<file path="src/rtl/redma_pkg.sv">
// Shared types and defaults for the DMA write-side data path.
// The W engine imports the state enum and the width defaults from here.
package redma_pkg;

    localparam int DATA_WIDTH_DEF = 512;
    localparam int LEN_WIDTH_DEF  = 8;
    localparam int STRB_WIDTH_DEF = DATA_WIDTH_DEF / 8;

    typedef enum logic {
        ST_IDLE  = 1'b0,
        ST_BURST = 1'b1
    } w_state_e;

    typedef struct packed {
        logic [LEN_WIDTH_DEF-1:0]  len;
        logic [STRB_WIDTH_DEF-1:0] first_strb;
        logic [STRB_WIDTH_DEF-1:0] last_strb;
    } w_cmd_t;

endpackage

</file>
<file path="src/rtl/w_out_slot.sv">
// One-entry valid/ready output register holding {data, strb, last}.
// A load overwrites the entry; a handshake without a load empties it.
module w_out_slot #(
    parameter int DATA_WIDTH = 512,
    parameter int STRB_WIDTH = DATA_WIDTH / 8
) (
    input  logic                  clk,
    input  logic                  rst,
    input  logic                  load,
    input  logic [DATA_WIDTH-1:0] in_data,
    input  logic [STRB_WIDTH-1:0] in_strb,
    input  logic                  in_last,
    input  logic                  out_ready,
    output logic                  out_valid,
    output logic [DATA_WIDTH-1:0] out_data,
    output logic [STRB_WIDTH-1:0] out_strb,
    output logic                  out_last,
    output logic                  slot_free
);

    logic                  valid_q, valid_d;
    logic [DATA_WIDTH-1:0] data_q, data_d;
    logic [STRB_WIDTH-1:0] strb_q, strb_d;
    logic                  last_q, last_d;

    always_comb begin
        valid_d = valid_q;
        data_d  = data_q;
        strb_d  = strb_q;
        last_d  = last_q;
        if (load) begin
            valid_d = 1'b1;
            data_d  = in_data;
            strb_d  = in_strb;
            last_d  = in_last;
        end else if (valid_q && out_ready) begin
            valid_d = 1'b0;
        end
    end

    always_ff @(posedge clk or posedge rst) begin
        if (rst) begin
            valid_q <= 1'b0;
            data_q  <= '0;
            strb_q  <= '0;
            last_q  <= 1'b0;
        end else begin
            valid_q <= valid_d;
            data_q  <= data_d;
            strb_q  <= strb_d;
            last_q  <= last_d;
        end
    end

    assign slot_free = !valid_q || out_ready;
    assign out_valid = valid_q;
    assign out_data  = data_q;
    assign out_strb  = strb_q;
    assign out_last  = last_q;

endmodule

</file>
<file path="src/rtl/w_engine.sv">
// DMA write-side data stage: pops FIFO beats into a registered AXI4 W slot,
// generating per-beat WSTRB, WLAST and a completion pulse per burst.
module w_engine
    import redma_pkg::*;
#(
    parameter int DATA_WIDTH = DATA_WIDTH_DEF,
    parameter int STRB_WIDTH = DATA_WIDTH / 8,
    parameter int LEN_WIDTH  = LEN_WIDTH_DEF
) (
    input  logic                  clk,
    input  logic                  rst,
    input  logic                  cmd_valid,
    output logic                  cmd_ready,
    input  logic [LEN_WIDTH-1:0]  cmd_len,
    input  logic [STRB_WIDTH-1:0] cmd_first_strb,
    input  logic [STRB_WIDTH-1:0] cmd_last_strb,
    input  logic                  data_fifo_empty,
    input  logic [DATA_WIDTH-1:0] data_fifo_dout,
    output logic                  data_fifo_read,
    output logic [DATA_WIDTH-1:0] w_wdata,
    output logic [STRB_WIDTH-1:0] w_wstrb,
    output logic                  w_wlast,
    output logic                  w_wvalid,
    input  logic                  w_wready,
    output logic                  transaction_complete
);

    w_state_e              state_q, state_d;
    logic [LEN_WIDTH-1:0]  len_q, len_d;
    logic [LEN_WIDTH-1:0]  cnt_q, cnt_d;
    logic [STRB_WIDTH-1:0] first_q, first_d;
    logic [STRB_WIDTH-1:0] last_strb_q, last_strb_d;

    logic                  pop;
    logic                  slot_free;
    logic                  is_last_beat;
    logic [STRB_WIDTH-1:0] beat_strb_w;

    function automatic logic [STRB_WIDTH-1:0] beat_strb(
        input logic [LEN_WIDTH-1:0]  len,
        input logic [LEN_WIDTH-1:0]  cnt,
        input logic [STRB_WIDTH-1:0] fs,
        input logic [STRB_WIDTH-1:0] ls
    );
        if (len == '0)
            return fs & ls;
        else if (cnt == '0)
            return fs;
        else if (cnt == len)
            return ls;
        else
            return '1;
    endfunction

    // Equality is tested before the increment so len = all-ones never wraps early.
    assign is_last_beat = (cnt_q == len_q);
    assign beat_strb_w  = beat_strb(len_q, cnt_q, first_q, last_strb_q);

    always_comb begin
        state_d     = state_q;
        len_d       = len_q;
        cnt_d       = cnt_q;
        first_d     = first_q;
        last_strb_d = last_strb_q;
        cmd_ready   = 1'b0;
        pop         = 1'b0;
        case (state_q)
            ST_IDLE: begin
                cmd_ready = !rst;
                if (cmd_valid) begin
                    len_d       = cmd_len;
                    first_d     = cmd_first_strb;
                    last_strb_d = cmd_last_strb;
                    cnt_d       = '0;
                    state_d     = ST_BURST;
                end
            end
            ST_BURST: begin
                pop = !data_fifo_empty && slot_free;
                if (pop) begin
                    cnt_d = cnt_q + LEN_WIDTH'(1);
                    if (is_last_beat)
                        state_d = ST_IDLE;
                end
            end
            default: state_d = ST_IDLE;
        endcase
    end

    always_ff @(posedge clk or posedge rst) begin
        if (rst) begin
            state_q     <= ST_IDLE;
            len_q       <= '0;
            cnt_q       <= '0;
            first_q     <= '0;
            last_strb_q <= '0;
        end else begin
            state_q     <= state_d;
            len_q       <= len_d;
            cnt_q       <= cnt_d;
            first_q     <= first_d;
            last_strb_q <= last_strb_d;
        end
    end

    assign data_fifo_read = pop;

    w_out_slot #(
        .DATA_WIDTH (DATA_WIDTH),
        .STRB_WIDTH (STRB_WIDTH)
    ) u_slot (
        .clk       (clk),
        .rst       (rst),
        .load      (pop),
        .in_data   (data_fifo_dout),
        .in_strb   (beat_strb_w),
        .in_last   (is_last_beat),
        .out_ready (w_wready),
        .out_valid (w_wvalid),
        .out_data  (w_wdata),
        .out_strb  (w_wstrb),
        .out_last  (w_wlast),
        .slot_free (slot_free)
    );

    assign transaction_complete = w_wvalid && w_wready && w_wlast;

endmodule

</file>
<file path="config.mk">
export PLATFORM = sky130hd
export DESIGN_NAME = w_engine
export DESIGN_NICKNAME = d
export VERILOG_FILES = /design/src/rtl/redma_pkg.sv /design/src/rtl/w_out_slot.sv /design/src/rtl/w_engine.sv
export SDC_FILE = /design/constraint.sdc
export NUM_CORES = 2
export LEC_CHECK = 0
export CAP_MARGIN = 20
export CORE_AREA = 2 2 479 481
export CTS_CLUSTER_DIAMETER = 120
export CTS_CLUSTER_SIZE = 16
export DETAILED_ROUTE_END_ITERATION = 10
export DIE_AREA = 0 0 481 483
export PLACE_DENSITY = 0.45
export SYNTH_ARGS = -nofsm -noshare
export SYNTH_HDL_FRONTEND = slang
export SYNTH_SLANG_ARGS = --single-unit
</file>
<file path="constraint.sdc">
create_clock -name clk -period 23.2 [get_ports clk]
set_input_delay 3.48 -clock clk [delete_from_list [all_inputs] [get_ports clk]]
set_output_delay 3.48 -clock clk [all_outputs]
set_load 0.02 [all_outputs]
</file>
==> qor.txt <==
RUN STATUS
------------------------------------------------------------------------------------------------------
Result of the run                                                                         complete, no violations

FLOORPLAN
------------------------------------------------------------------------------------------------------
Die Area                                                                                    232000 um2
Effective utilization at floorplan                                                               0.123
Die X-Extent                                                                                    481 um
Overall die height                                                                              483 um
Total I/O pin count                                                                               1234
Count of standard-cell rows                                                                        175
Core area                                                                                   227000 um2

GLOBAL ROUTING
------------------------------------------------------------------------------------------------------
Wire length of the first global-routing pass                                                    228 mm
Pin count of the biggest net entering global routing                                               175
Overflow left after global routing                                                                   0
Number of antenna violations at the first check in global routing                                   47
Number of global-route vias before repair                                                        26300
Overall track demand over capacity in global routing                                             0.141

TIMING
------------------------------------------------------------------------------------------------------
Max Transition Viols Final                                                                           0
Highest achievable clock rate                                                                  110 MHz
Min setup slack post-route                                                                    14.11 ns
Post-layout minimum cycle time                                                                 9.09 ns
# setup viols final                                                                                  0
Total Negative Setup Slacks                                                                       0 ns
Worst clock skew                                                                             0.0306 ns
Worst-margin pin slew                                                                          1.09 ns
Final Hold Fails                                                                                     0
Fin crit share                                                                                   0.392
Worst rel slew slack                                                                             0.275
Unrepaired setup endpoints after global routing                                                     no

WORST SETUP PATH
------------------------------------------------------------------------------------------------------
Launching element type of the critical path                                                  input pin
Element type at the critical path end                                                      output port
Cells traversed along the worst timing path                                               clkdlybuf4s50_1, or2b_2, nand2_4, inv_8, clkdlybuf4s50_1
FF-to-FF Start                                                                            state_q$_DFF_PP0_
Arrival time of the worst setup path                                                           5.61 ns
Start-to-end type of the worst setup path                                                 input pin to output port
Critical Path RT                                                                              19.72 ns
Most frequent cell on the critical path                                                   sky130_fd_sc_hd__clkdlybuf4s50_1
FF-to-FF path depth                                                                                  9
Setup slack, reg-to-reg                                                                       19.68 ns
Worst-path cell with the longest stage delay                                              sky130_fd_sc_hd__clkdlybuf4s50_1
Reg2Reg Capture Point                                                                     u_slot.out_data[422]$_DFFE_PP0P_
Maximum net fanout on the critical path                                                             47
Longest individual stage delay on the worst path                                               0.62 ns

CTS
------------------------------------------------------------------------------------------------------
Number of clock sinks                                                                              723
Number of levels the H-tree was split into                                                           2
Setup Fix Bufs, Post-CTS                                                                             0
Number of hold-repair buffers added at the cts stage                                                 0
Clock transition at the register clock pins on the worst setup and hold paths after CTS        0.06 ns
Clock latency on the worst-skew pair                                                           0.70 ns
Post-cts resize count                                                                                0
TritonCTS clock tree                                                                             built
Maximum number of buffers from clock root to sink                                                    3
CTS Root Cell                                                                             sky130_fd_sc_hd__clkbuf_16
Inserted Clock Buffers                                                                              55

SYNTH
------------------------------------------------------------------------------------------------------
Number of enable-type register cells in the synthesized netlist                                      0
Most instantiated flip-flop cell in the synthesis netlist                                 sky130_fd_sc_hd__dfrtp_1
Number of synthesized register bits                                                                723
Synth Area per Inst                                                                           8.85 um2
Area share of the largest cell type after synthesis                                              0.646
Synth cell types                                                                                    38
Synth Instances                                                                                   3162
Sequential element share of the synthesized area                                                 0.646
Commonest cells post-synth                                                                sky130_fd_sc_hd__nand2_1, sky130_fd_sc_hd__dfrtp_1, sky130_fd_sc_hd__clkbuf_1
Fraction of registers with async set or reset after synthesis                                     1.00
Largest cells by area after synthesis                                                     sky130_fd_sc_hd__dfrtp_1, sky130_fd_sc_hd__nand2_1, sky130_fd_sc_hd__buf_2, sky130_fd_sc_hd__clkbuf_1, sky130_fd_sc_hd__a21oi_2
Synthesis warning total                                                                              0
Number of nets in the synthesized netlist                                                         3817
Cell area after synthesis                                                                    28000 um2
Most common cell in the netlist                                                           sky130_fd_sc_hd__nand2_1
Post-synth top area cell                                                                  sky130_fd_sc_hd__dfrtp_1

ROUTING
------------------------------------------------------------------------------------------------------
DR iter-0 viols                                                                                   1365
Post-route antenna net violation count                                                               0
Number of DRC violations after detailed routing                                                      0
Count of vias placed by the detailed router                                                      25600
WL final                                                                                        170 mm
Vias per Instance                                                                                 3.48
Wire length per cell                                                                           23.2 um
DR pass1 iterations                                                                                  5

PLACED DESIGN
------------------------------------------------------------------------------------------------------
Hpwl dp                                                                                         134 mm
Placer's final routability congestion estimate                                                   0.869
Post-place setup slack                                                                        14.09 ns
Placement Cell Area                                                                          43600 um2
Number of buffers added on ports                                                                  1233

FINAL LAYOUT
------------------------------------------------------------------------------------------------------
Post-route standard cell area excluding fillers                                              45200 um2
Growth of design area from synthesis to finish                                                   61.6%
Layout Nets                                                                                       4963
Fillers                                                                                          25300
Ratio of cells with drive above 1 in the final layout                                           0.0384

JOB
------------------------------------------------------------------------------------------------------
Number of maximum-capacitance constraint violations                                                  0

MIN PATH
------------------------------------------------------------------------------------------------------
Endpoint with the worst hold slack                                                        first_q[28]$_DFFE_PP0P_
Launch point of the worst hold path                                                       first_q[28]$_DFFE_PP0P_
Class of the tightest hold or removal check                                               register to register
Hold Path Depth                                                                                      2

POWER AND IR DROP
------------------------------------------------------------------------------------------------------
Static leakage                                                                                 20.9 nW
Peak VDD IR                                                                                    75.1 uV
Ratio of total power to cell area                                                           108 nW/um2

## worst max-delay path, delay by kind of cell
family        cells  cell delay, ns
buf+inv           3            1.33
simple gates      2            0.73
## worst max path at each step
stage	endpoint	start	cells after the start
finish	data_fifo_read	w_wready	5
global route	data_fifo_read	w_wready	5
CTS	data_fifo_read	data_fifo_empty	5
detailed placement	data_fifo_read	w_wready	5
global placement	data_fifo_read	data_fifo_empty	5
floorplan	cnt_q[0]$_DFFE_PP0P_	rst	1
## metrics by stage
step / power, mW / hold WS (ns) / cells / util
after detailed placement: 3.95 / 0.461 / 7258 / 0.192
after global routing: 5.18 / 0.493 / 7334 / 0.199
after CTS: 4.97 / 0.479 / 7327 / 0.199
after floorplan: 2.78 / 0.446 / 3162 / -
final: 4.87 / 0.474 / 7339 / 0.199
after global placement: 3.94 / 0.458 / 7258 / 0.192
## area by class of cell
cell class	count	area, um2	share of cell area
repair buffers	1262	12700	0.280
flip-flops and latches	723	18100	0.400
well taps	3009	3760	0.0832
diodes	10	25.0	0.000553
multi-input cells	2261	9100	0.201
clock inverters	10	118	0.00260
clock buffers	59	1440	0.0319
inverters	5	30.0	0.000664
## cell usage in the layout (no fill, tap or decap), drive strengths merged
| cell | synthesis | routed |
|---|---|---|
| nor3 | 2 | 2 |
| a21o | 1 | 1 |
| mux2i | 2 | 2 |
| nor4 | 2 | 2 |
| o31ai | 1 | 1 |
| nand3 | 5 | 5 |
| nand2 | 2017 | 2017 |
| o21ai | 72 | 72 |
| xor2 | 9 | 9 |
| nand4 | 2 | 2 |
| o211ai | 1 | 1 |
| and3 | 3 | 3 |
| or4 | 2 | 2 |
| dfrtp | 723 | 723 |
| inv | 5 | 8 |
| o21a | 1 | 1 |
| and2b | 1 | 1 |
| buf | 95 | 29 |
| a21oi | 64 | 64 |
| a31oi | 2 | 2 |
| ha | 2 | 2 |
| clkinv | 0 | 4 |
| or2b | 1 | 1 |
| clkinvlp | 0 | 3 |
| nor2 | 69 | 69 |
| clkbuf | 76 | 59 |
| clkdlybuf4s50 | 0 | 1233 |
| nor2b | 1 | 1 |
| diode | 0 | 10 |
| nor4b | 1 | 1 |
## power by group
group          switching (mW)  internal, mW  total (mW)
Clock                   0.525         0.446       0.971
Sequential              0.245          1.65        1.90
Combinational            1.22         0.777        2.00
Total                    1.99          2.88        4.87
## logic make-up after synthesis
kind of cell,share of synthesized area
mux,0.000715
simple gates,0.286
compound gates,0.0338
xor+xnor,0.00282
fa+ha+maj,0.000894
buf+inv,0.0298
flops,0.646
## state kept, by name, summed over array words and instances (netlist names)
register	count
len_q	8
u_slot.out_valid	1
u_slot.out_last	1
last_strb_q	64
u_slot.out_data	512
cnt_q	8
u_slot.out_strb	64
state_q	1
first_q	64
## per-layer routing
metal,up-vias,track usage,routed length (um)
met2,964,0.223,76000
li1,11900,-,-
met5,-,0,241
met4,40,0.0265,2950
met1,12500,0.161,66500
met3,184,0.0870,24500
Power figures use the tool's default switching activity.
